`config.mk`:
```
export PLATFORM = sky130hd
export DESIGN_NAME = fp_addsub_pipe
export DESIGN_NICKNAME = d
export VERILOG_FILES = /design/src/rtl/fp_addsub_pipe.sv
export SDC_FILE = /design/constraint.sdc
export NUM_CORES = 1
export LEC_CHECK = 0
export ABC_AREA = 1
export CAP_MARGIN = 10
export CORE_MARGIN = 2
export CORE_UTILIZATION = 37
export CTS_BUF_LIST = sky130_fd_sc_hd__clkbuf_4
export CTS_CLUSTER_DIAMETER = 120
export DETAILED_ROUTE_END_ITERATION = 8
export GPL_ROUTABILITY_DRIVEN = 0
export PLACE_DENSITY = 0.66
export SLEW_MARGIN = 20
export SYNTH_ARGS = -nofsm -noshare
export SYNTH_HDL_FRONTEND = slang
export SYNTH_SLANG_ARGS = --single-unit
```
`constraint.sdc`:
```
create_clock -name clk -period 4.8 [get_ports clk]
set_input_delay 0.48 -clock clk [delete_from_list [all_inputs] [get_ports clk]]
set_output_delay 0.48 -clock clk [all_outputs]
set_load 0.05 [all_outputs]
```
`src/rtl/fp_addsub_pipe.sv`:
```
// Pipelined floating-point adder/subtractor (bfloat16 by default) with RNE rounding,
// flush-to-zero, IEEE special values and a single global stall driven by out_ready.
module fp_addsub_pipe #(
  parameter int unsigned EXP_W = 8,
  parameter int unsigned MAN_W = 7
) (
  input  logic                 clk,
  input  logic                 reset,
  input  logic                 in_valid,
  output logic                 in_ready,
  input  logic [EXP_W+MAN_W:0] op_a,
  input  logic [EXP_W+MAN_W:0] op_b,
  input  logic                 sub,
  output logic                 out_valid,
  input  logic                 out_ready,
  output logic [EXP_W+MAN_W:0] result,
  output logic                 overflow,
  output logic                 underflow,
  output logic                 inexact
);
  localparam int unsigned W   = 1 + EXP_W + MAN_W;
  localparam int unsigned XW  = MAN_W + 4;
  localparam int unsigned EW  = EXP_W + 2;
  localparam int unsigned MW2 = MAN_W + 2;
  localparam int unsigned LZW = $clog2(XW + 1);
  localparam logic [W-1:0]  QNAN    = W'({(EXP_W + 1){1'b1}}) << (MAN_W - 1);
  localparam logic [EW-1:0] EXP_MAX = EW'((1 << EXP_W) - 1);

  typedef struct packed {
    logic             spec;
    logic [W-1:0]     spec_res;
    logic             sign;
    logic             eff_sub;
    logic [EXP_W-1:0] exp;
    logic [XW-1:0]    m_big;
    logic [XW-1:0]    m_small;
  } s1_t;

  typedef struct packed {
    logic             spec;
    logic [W-1:0]     spec_res;
    logic             sign;
    logic [EXP_W-1:0] exp;
    logic [XW:0]      sum;
  } s2_t;

  typedef struct packed {
    logic          spec;
    logic [W-1:0]  spec_res;
    logic          sign;
    logic          zero;
    logic [EW-1:0] exp;
    logic [XW-1:0] norm;
  } s3_t;

  logic advance;
  logic s1_valid_q, s1_valid_d, s2_valid_q, s2_valid_d, s3_valid_q, s3_valid_d;
  logic out_valid_q, out_valid_d;
  s1_t  s1_q, s1_d, s1_new;
  s2_t  s2_q, s2_d, s2_new;
  s3_t  s3_q, s3_d, s3_new;
  logic [W-1:0] result_q, result_d, res_new;
  logic ovf_q, ovf_d, ovf_new, unf_q, unf_d, unf_new, inx_q, inx_d, inx_new;

  logic             sa, sb, a_nan, b_nan, a_inf, b_inf, a_zero, b_zero, a_ge;
  logic [EXP_W-1:0] ea, eb, big_e, sm_e, diff, shamt;
  logic [MAN_W-1:0] ma, mb, big_m, sm_m;
  logic [2*XW-1:0]  wide;
  logic [LZW-1:0]   lz;
  logic [MAN_W:0]   mant;
  logic [MW2-1:0]   mant_r;
  logic [MAN_W-1:0] frac;
  logic [EW-1:0]    e_r;
  logic             g, r, st, rnd_up;

  // S1: unpack, specials/zero bypass, magnitude swap and sticky alignment
  always_comb begin
    sa     = op_a[W-1];
    ea     = op_a[W-2:MAN_W];
    ma     = op_a[MAN_W-1:0];
    sb     = op_b[W-1] ^ sub;
    eb     = op_b[W-2:MAN_W];
    mb     = op_b[MAN_W-1:0];
    a_nan  = (&ea) & (|ma);
    b_nan  = (&eb) & (|mb);
    a_inf  = (&ea) & ~(|ma);
    b_inf  = (&eb) & ~(|mb);
    a_zero = ~(|ea);
    b_zero = ~(|eb);
    a_ge   = {ea, ma} >= {eb, mb};
    big_e  = a_ge ? ea : eb;
    sm_e   = a_ge ? eb : ea;
    big_m  = a_ge ? ma : mb;
    sm_m   = a_ge ? mb : ma;
    diff   = big_e - sm_e;
    shamt  = (diff >= EXP_W'(XW)) ? EXP_W'(XW) : diff;
    wide   = {1'b1, sm_m, 3'b000, XW'(0)} >> shamt;

    s1_new          = '0;
    s1_new.sign     = a_ge ? sa : sb;
    s1_new.eff_sub  = sa ^ sb;
    s1_new.exp      = big_e;
    s1_new.m_big    = {1'b1, big_m, 3'b000};
    s1_new.m_small  = wide[2*XW-1:XW] | XW'(|wide[XW-1:0]);
    s1_new.spec     = 1'b1;
    if (a_nan || b_nan)                s1_new.spec_res = QNAN;
    else if (a_inf && b_inf && sa != sb) s1_new.spec_res = QNAN;
    else if (a_inf)                    s1_new.spec_res = op_a;
    else if (b_inf)                    s1_new.spec_res = {sb, eb, mb};
    else if (a_zero && b_zero)         s1_new.spec_res = {sa & sb, (W - 1)'(0)};
    else if (b_zero)                   s1_new.spec_res = op_a;
    else if (a_zero)                   s1_new.spec_res = {sb, eb, mb};
    else                               s1_new.spec = 1'b0;
  end

  // S2: extended mantissa add/subtract; the larger operand is always first
  always_comb begin
    s2_new          = '0;
    s2_new.spec     = s1_q.spec;
    s2_new.spec_res = s1_q.spec_res;
    s2_new.sign     = s1_q.sign;
    s2_new.exp      = s1_q.exp;
    s2_new.sum      = s1_q.eff_sub ? ({1'b0, s1_q.m_big} - {1'b0, s1_q.m_small})
                                   : ({1'b0, s1_q.m_big} + {1'b0, s1_q.m_small});
  end

  // S3a: normalise; a carry shifts right folding the dropped bit into sticky
  always_comb begin
    lz = LZW'(XW);
    for (int i = 0; i < XW; i++) begin
      if (s2_q.sum[i]) lz = LZW'(XW - 1 - i);
    end
    s3_new          = '0;
    s3_new.spec     = s2_q.spec;
    s3_new.spec_res = s2_q.spec_res;
    s3_new.sign     = s2_q.sign;
    s3_new.zero     = ~(|s2_q.sum);
    if (s2_q.sum[XW]) begin
      s3_new.norm = {s2_q.sum[XW:2], |s2_q.sum[1:0]};
      s3_new.exp  = EW'(s2_q.exp) + EW'(1);
    end else begin
      s3_new.norm = s2_q.sum[XW-1:0] << lz;
      s3_new.exp  = EW'(s2_q.exp) - EW'(lz);
    end
  end

  // S3b: round to nearest even, range checks and flags
  always_comb begin
    mant    = s3_q.norm[XW-1:3];
    g       = s3_q.norm[2];
    r       = s3_q.norm[1];
    st      = s3_q.norm[0];
    rnd_up  = g & (r | st | mant[0]);
    mant_r  = {1'b0, mant} + MW2'(rnd_up);
    e_r     = s3_q.exp + EW'(mant_r[MAN_W+1]);
    frac    = mant_r[MAN_W+1] ? '0 : mant_r[MAN_W-1:0];
    res_new = '0;
    ovf_new = 1'b0;
    unf_new = 1'b0;
    inx_new = 1'b0;
    if (s3_q.spec) begin
      res_new = s3_q.spec_res;
    end else if (s3_q.zero) begin
      res_new = '0;
    end else if (s3_q.exp[EW-1] || s3_q.exp == '0) begin
      res_new = {s3_q.sign, (W - 1)'(0)};
      unf_new = 1'b1;
      inx_new = 1'b1;
    end else if (e_r >= EXP_MAX) begin
      res_new = {s3_q.sign, {EXP_W{1'b1}}, {MAN_W{1'b0}}};
      ovf_new = 1'b1;
      inx_new = 1'b1;
    end else begin
      res_new = {s3_q.sign, e_r[EXP_W-1:0], frac};
      inx_new = g | r | st;
    end
  end

  // Global stall: every rank moves together or holds together
  always_comb begin
    advance     = ~out_valid_q | out_ready;
    s1_valid_d  = s1_valid_q;
    s2_valid_d  = s2_valid_q;
    s3_valid_d  = s3_valid_q;
    out_valid_d = out_valid_q;
    s1_d        = s1_q;
    s2_d        = s2_q;
    s3_d        = s3_q;
    result_d    = result_q;
    ovf_d       = ovf_q;
    unf_d       = unf_q;
    inx_d       = inx_q;
    if (advance) begin
      s1_valid_d  = in_valid;
      s2_valid_d  = s1_valid_q;
      s3_valid_d  = s2_valid_q;
      out_valid_d = s3_valid_q;
      s1_d        = s1_new;
      s2_d        = s2_new;
      s3_d        = s3_new;
      result_d    = s3_valid_q ? res_new : '0;
      ovf_d       = s3_valid_q & ovf_new;
      unf_d       = s3_valid_q & unf_new;
      inx_d       = s3_valid_q & inx_new;
    end
    in_ready  = advance;
    out_valid = out_valid_q;
    result    = result_q;
    overflow  = ovf_q;
    underflow = unf_q;
    inexact   = inx_q;
  end

  always_ff @(posedge clk) begin
    if (reset) begin
      s1_valid_q  <= 1'b0;
      s2_valid_q  <= 1'b0;
      s3_valid_q  <= 1'b0;
      out_valid_q <= 1'b0;
      result_q    <= '0;
      ovf_q       <= 1'b0;
      unf_q       <= 1'b0;
      inx_q       <= 1'b0;
    end else begin
      s1_valid_q  <= s1_valid_d;
      s2_valid_q  <= s2_valid_d;
      s3_valid_q  <= s3_valid_d;
      out_valid_q <= out_valid_d;
      result_q    <= result_d;
      ovf_q       <= ovf_d;
      unf_q       <= unf_d;
      inx_q       <= inx_d;
    end
  end

  // Payload ranks carry no reset; their valid bits qualify them
  always_ff @(posedge clk) begin
    s1_q <= s1_d;
    s2_q <= s2_d;
    s3_q <= s3_d;
  end

endmodule

```
==> reports/metrics.cfg, run 1 <==
[synth]
synth.top_cell.area_share_pct = 43.1
syn_inst = 1023
syn_nets = 1102
ys_seq_area_share_pct = 48.4
synth_edf_count = 123
syn_area_um2 = 8570
netlist_top_cells_area = edfxtp_1 43%, nand2_1 12%, inv_1 6.2%
synth_top_flop_cell = edfxtp_1
ys_types = 46
ys_ff_latch = 146
avgSynthCellArea_um2 = 8.38
async_reset_ff_share_pct = 0
yosys_warnings = 0
synth_top_cell_by_area = edfxtp_1

[worst_setup_path]
critPathMaxFanout = 30
end_kind = register
crit_required_ps = 5120
cp.arrival_ps = 4520
cpLargestDelayFamily = simple AND/OR/NAND/NOR gates
cp-start-kind = input pin
path_class = in -> reg
worst_path_largest_cell_delay_ps = 520
cp_slowest_cell = clkdlybuf4s50_1
crit_top_cell = nand2_1
path_buf_inv = 4

[placement]
dp_slack_ps = 105
placed_area_um2 = 9510
port_buffers = 57
place_inst = 1354
hpwl_um = 14700

[cells_and_area]
multiInputGateArea_um2 = 3750
final_common_cell = nand2_1
mostFrequentLayoutCells = 264 x nand2_1, 141 x inv_1, 123 x edfxtp_1
final_core_util_pct = 43.1
regArea_um2 = 4150
syn_to_final_growth_pct = 14.1
fin_area_um2 = 9780
fillCellCount = 2221
num-nets-final = 1167
drive_gt1_share_pct = 6.36
stdcell_count = 1387

[global_route]
track_usage_pct = 15.9
antenna_found_initial = 1
grt_pass1_vias = 6456
grt_pass1_wl_um = 30900
grt_max_degree = 62
overflow = 0

[drt]
avgViaCountPerCell = 5.05
wl_um = 18700
drt_iter0_markers = 513
top_layer = met4
drc = 0
wl_met2_um = 8730
antenna_left = 0
first_pass_iters = 9
drt-met1-wl_um = 8660
routedWlPerCell_um = 13.5
wl_met3_um = 991
vias = 7005

[clocking]
post_cts_buffers = 0
cts_resized = 0
clock_latency_ps = 560
cts_buffer_depth = 2
clk_pin_slew_ps = 140
htree_levels = 4
holdBufCountCts = 0
clock_sinks = 146
cts-root-buf = clkbuf_4
numCtsBuffers = 17
cts_tree = yes

[sta]
rsz0062_at_grt = no
tightest_slew_ps = 975
finalHoldWorstSlack_ps = 428
fin_crit_sh_pct = 87.6
skew_ps = 20.8
worst_slew_margin_rel_pct = 34.7
fin_ws_ps = 595
post-route-min-period_ps = 4200
hold_violations = 0
finalSetupTns_ps = 0
fmax_ghz = 0.238
setup-violations-final = 0
maxSlewViolCount = 0

[worst_hold_path]
min_path_type = reg -> reg

[power]
p_total_mw = 3.42
ir_drop_v = 0.000134
power.density_nw_per_um2 = 349
leakage_nw = 4.27

[floorplan]
io_pins = 58
die_area_um2 = 24400
core.rowCount = 55
initial_core_util_pct = 37.8
die-height_um = 156
coreArea_um2 = 22700
die_w_um = 156

[run]
maxCapViolCount = 0

[status]
status = completed

==> logic make-up after synthesis <==
kind of cell    count (synthesis)  share of synthesized area, %
simple gates                  465                          23.4
fa+ha+maj                      42                          6.30
flops                         146                          48.4
buf+inv                       174                          7.89
xor+xnor                       22                          2.25
mux                             1                         0.117
compound gates                173                          11.6
==> area by class of cell <==
cell class / instances / area share [%]
antenna: 1 / 0.0256
clock buffer: 18 / 1.38
clock inverter: 14 / 1.39
inverter: 147 / 5.68
multi-input combinational: 703 / 38.4
sequential: 146 / 42.5
tap: 285 / 3.64
timing repair buffer: 73 / 7.06
==> cell usage after synthesis, drive strengths merged, types with 2 or more instances <==
cell	n
nand3	73
a22oi	7
o21bai	3
clkbuf	21
nor3	6
o31ai	6
nand2	267
clkinv	4
o41ai	2
o221ai	9
edfxtp	123
or2	3
a21oi	50
nor4	12
fa	2
ha	40
xnor2	5
buf	6
o21ai	75
a31oi	4
inv	143
nand4	18
o211ai	5
a211oi	2
xor2	17
o22ai	5
dfxtp	23
nor2	83
==> flip-flops by register name, summed over array words and instances (netlist names) <==
name / cells
g: 1
s3_q: 30
out_valid: 1
mant: 8
s1_valid_q: 1
s1_q: 45
s2_valid_q: 1
overflow: 1
s3_valid_q: 1
inexact: 1
s2_q: 38
r: 1
underflow: 1
result: 16
==> power by group <==
| group | leakage, nW | internal (mW) | switching, mW | total (mW) |
|---|---|---|---|---|
| Clock | 0.153 | 0.239 | 0.490 | 0.728 |
| Combinational | 2.53 | 0.364 | 0.615 | 0.979 |
| Sequential | 1.59 | 1.59 | 0.124 | 1.71 |
| Total | 4.27 | 2.19 | 1.23 | 3.42 |
==> final timing paths <==
kind | depth (start not counted) | end | slack (ps) | from
hold / removal | 0 | s2_q[19] | 430 | s1_q[29]
setup reg to reg | 20 | result[2] | 1240 | g
setup / recovery | 25 | s1_q[0] | 600 | op_b[11]
hold reg to reg | 0 | s2_q[19] | 430 | s1_q[29]
==> metal layers <==
layer  vias up  track usage (%)
met5         -                0
met2       209             26.3
li1       3591                -
met3        26             2.55
met4         0             6.20
met1      3179             20.9
==> worst reg2reg max path, stage by stage (launching register included) <==
cell and delay (ps):
edfxtp_1 390, nand2_1 90, inv_1 60, ha_1 170, nand2_1 60, nor2_1 150, nand3_1 140, and3b_1 260
ha_1 180, nand3_1 100, nor2_1 90, inv_1 70, nor2_1 250, nand3_1 130, xor2_1 180, o41ai_2 450
buf_4 250, or3_1 180, o21ai_0 90, nand2_1 70, a21oi_1 70
No activity file was read; power rests on OpenSTA's default activity.
==> run 2, diff against run 1 <==
--- a/config.mk
+++ b/config.mk
@@ -5,7 +5,7 @@
 export SDC_FILE = /design/constraint.sdc
 export NUM_CORES = 1
 export LEC_CHECK = 0
-export ABC_AREA = 1
+export ABC_AREA = 0
 export CAP_MARGIN = 10
 export CORE_MARGIN = 2
 export CORE_UTILIZATION = 37
@@ -14,7 +14,6 @@
 export DETAILED_ROUTE_END_ITERATION = 8
 export GPL_ROUTABILITY_DRIVEN = 0
 export PLACE_DENSITY = 0.66
-export SLEW_MARGIN = 20
 export SYNTH_ARGS = -nofsm -noshare
 export SYNTH_HDL_FRONTEND = slang
 export SYNTH_SLANG_ARGS = --single-unit
==> run 2 against run 1 <==
Total power up 2.7%. First-iteration DRC count shrank 8.8%. Worst setup slack worse by 200 ps. Die area decreased by 1.1%. Design area is 4.2% higher. Global-route usage down 0.16 points. Highest routed layer unchanged. Largest power group unchanged. Sequential share of layout area fell by 1.7 points. Critical path depth shrank 5.
==> reports/metrics.cfg, run 2 <==
[synth]
syn_inst = 850
syn_area_um2 = 8480
netlist_top_cells_area = edfxtp_1 44%, ha_1 5.9%, dfxtp_1 5.4%
ys_top_cells_by_count = 123 x edfxtp_1, 112 x nor2_1, 84 x nand2_1
yosys_warnings = 0
synth-simple-area-share_pct = 15.8
ys_seq_area_share_pct = 49.0
synthAdderAreaFrac_pct = 6.38
synth_xor_area_share_pct = 3.62
synth_top_cell_by_area = edfxtp_1
synth_most_common_cell = edfxtp_1
avgSynthCellArea_um2 = 9.97
synth_top_family_by_area = compound AO/OA/AOI/OAI gates
yosys-mux-area-fraction_pct = 5.11
ys_types = 74
syn_nets = 929
async_reset_ff_share_pct = 0
synth_compound_area_share_pct = 16.1
ys_ff_latch = 146
synth.top_cell.area_share_pct = 43.6
synth_top_flop_cell = edfxtp_1
synth_edf_count = 123

[cells_and_area]
final_core_util_pct = 45.2
top_regs = s1_q (45), s2_q (38), s3_q (30)
final_common_cell = edfxtp_1
drive_gt1_share_pct = 14.5
num-nets-final = 1057
fillCellCount = 2185
syn_to_final_growth_pct = 20.3
mostFrequentLayoutCells = 123 x edfxtp_1, 112 x nor2_1, 84 x nand2_1, 84 x buf_4, 58 x a21oi_1
largest_reg_flops = 45
regMostFlops = s1_q

[drt]
drc = 0
vias = 6588
avgViaCountPerCell = 5.16
antenna_left = 0
routedWlPerCell_um = 14.4
drt_iter0_markers = 468
first_pass_iters = 5
wl_um = 18300

[worst_setup_path]
cp-start-kind = input pin
rr_worst_depth = 16
path_cells = clkdlybuf4s50_1, inv_1, ha_1, a31oi_1, nor3b_1, or3_4, a21o_2, nor2_1, a21oi_1, ha_2, a2111oi_4, a211oi_1, o21ai_1, nand3_1, a22oi_2, nand4_2, mux2_2, nand2_1, o211a_1, or3_1
cp.arrival_ps = 4700
r2r-end = result[5]
critPathMaxFanout = 10
critPathLaunch = op_b[12]
crit_required_ps = 5090
cp_slowest_cell = clkdlybuf4s50_1
path_class = in -> reg
worst_path_largest_cell_delay_ps = 480
path_buf_inv = 2
rr_startpoint = mant[0]
cpLargestDelayFamily = compound AO/OA/AOI/OAI gates
end_kind = register
r2r_slack_ps = 970

[global_route]
grt_max_degree = 71
track_usage_pct = 15.7
grt_pass1_wl_um = 30600
overflow = 0
antenna_found_initial = 1
grt_pass1_vias = 6247

[floorplan]
die_area_um2 = 24100
io_pins = 58
initial_core_util_pct = 37.6
coreArea_um2 = 22600
die-height_um = 155
core.rowCount = 55
die_w_um = 155

[sta]
finalHoldWorstSlack_ps = 429
fin_crit_sh_pct = 91.8
maxSlewViolCount = 0
setup-violations-final = 0
fmax_ghz = 0.227
skew_ps = 20.2
rsz0062_at_grt = no
hold_violations = 0
post-route-min-period_ps = 4400
worst_slew_margin_rel_pct = 44.6
tightest_slew_ps = 830
finalSetupTns_ps = 0

[clocking]
numCtsBuffers = 17
cts_tree = yes
cts_resized = 0
cts-root-buf = clkbuf_4
cts_buffer_depth = 2
holdBufCountCts = 0
clock_latency_ps = 540
post_cts_buffers = 0
clk_pin_slew_ps = 120
clock_sinks = 146
htree_levels = 4

[power]
intPower_mw = 2.34
p_sw_share_pct = 33.4
ir_drop_v = 0.000123
p_switching_mw = 1.17
leakage_nw = 4.08
power.density_nw_per_um2 = 344
p_total_mw = 3.51
clockPowerShare_pct = 20.2
pwr-share-seq_pct = 49.6
power_frac_comb_pct = 30.2

[worst_hold_path]
min_path_type = reg -> reg
worstHoldEndpoint = s3_q[22]
hold_path.startpoint = s2_q[20]
whs_path_depth = 0

[status]
status = completed

[placement]
port_buffers = 57
hpwl_um = 14300

[run]
maxCapViolCount = 0

[run 2: worst max path at each step]
stage | endpoint | slack (ps) | depth (start not counted)
3_3_place_gp | s1_q[0] | -60 | 20
2_1_floorplan | s1_q[0] | 9 | 25
5_1_grt | s1_q[2] | 170 | 21
4_1_cts | s1_q[0] | 450 | 20
6_report | s1_q[0] | 400 | 20
3_5_place_dp | s1_q[0] | -150 | 20
[run 2: power by group through the flow]
stage          Sequential [mW]  Clock, mW  Combinational (mW)
2_1_floorplan             1.71          0               0.767
3_3_place_gp              1.76          0                1.04
3_5_place_dp              1.77          0                1.05
4_1_cts                   1.74      0.733                1.05
5_1_grt                   1.77      0.785                1.19
6_report                  1.74      0.707                1.06
[run 2: cell type report]
cell class | count | area, µm² | share of cell area, %
Antenna cell | 1 | 2.50 | 0.0245
Clock buffer | 17 | 128 | 1.25
Clock inverter | 15 | 134 | 1.31
Inverter | 50 | 190 | 1.87
Multi-Input combinational cell | 622 | 4030 | 39.5
Sequential cell | 146 | 4150 | 40.7
Tap cell | 285 | 357 | 3.50
Timing Repair Buffer | 141 | 1200 | 11.8
[run 2: routing by layer]
layer	vias to the layer above	routed length, µm	track usage (%)	part of all wire (%)
met5	-	0	0	0
met4	0	248	4.89	1.4
met3	23	798	3.06	4.4
met2	179	8830	26.2	48
met1	3017	8460	20.6	46
li1	3369	-	-	-
[run 2: cell families (layout without fill, tap and decap cells)]
group	after synthesis	in the layout
simple gates	293	293
other cells	0	1
xor+xnor	35	35
buf+inv	82	223
compound gates	211	211
mux	41	41
fa+ha+maj	42	42
flops	146	146
[run 2: stage by stage]
stage	cells	setup WS, ps	area [µm²]
finish	1277	395	10200
global placement	1244	-64.5	9930
global route	1277	173	10200
detailed placement	1244	-148	9930
floorplan	850	8.74	8540
CTS	1276	447	10200
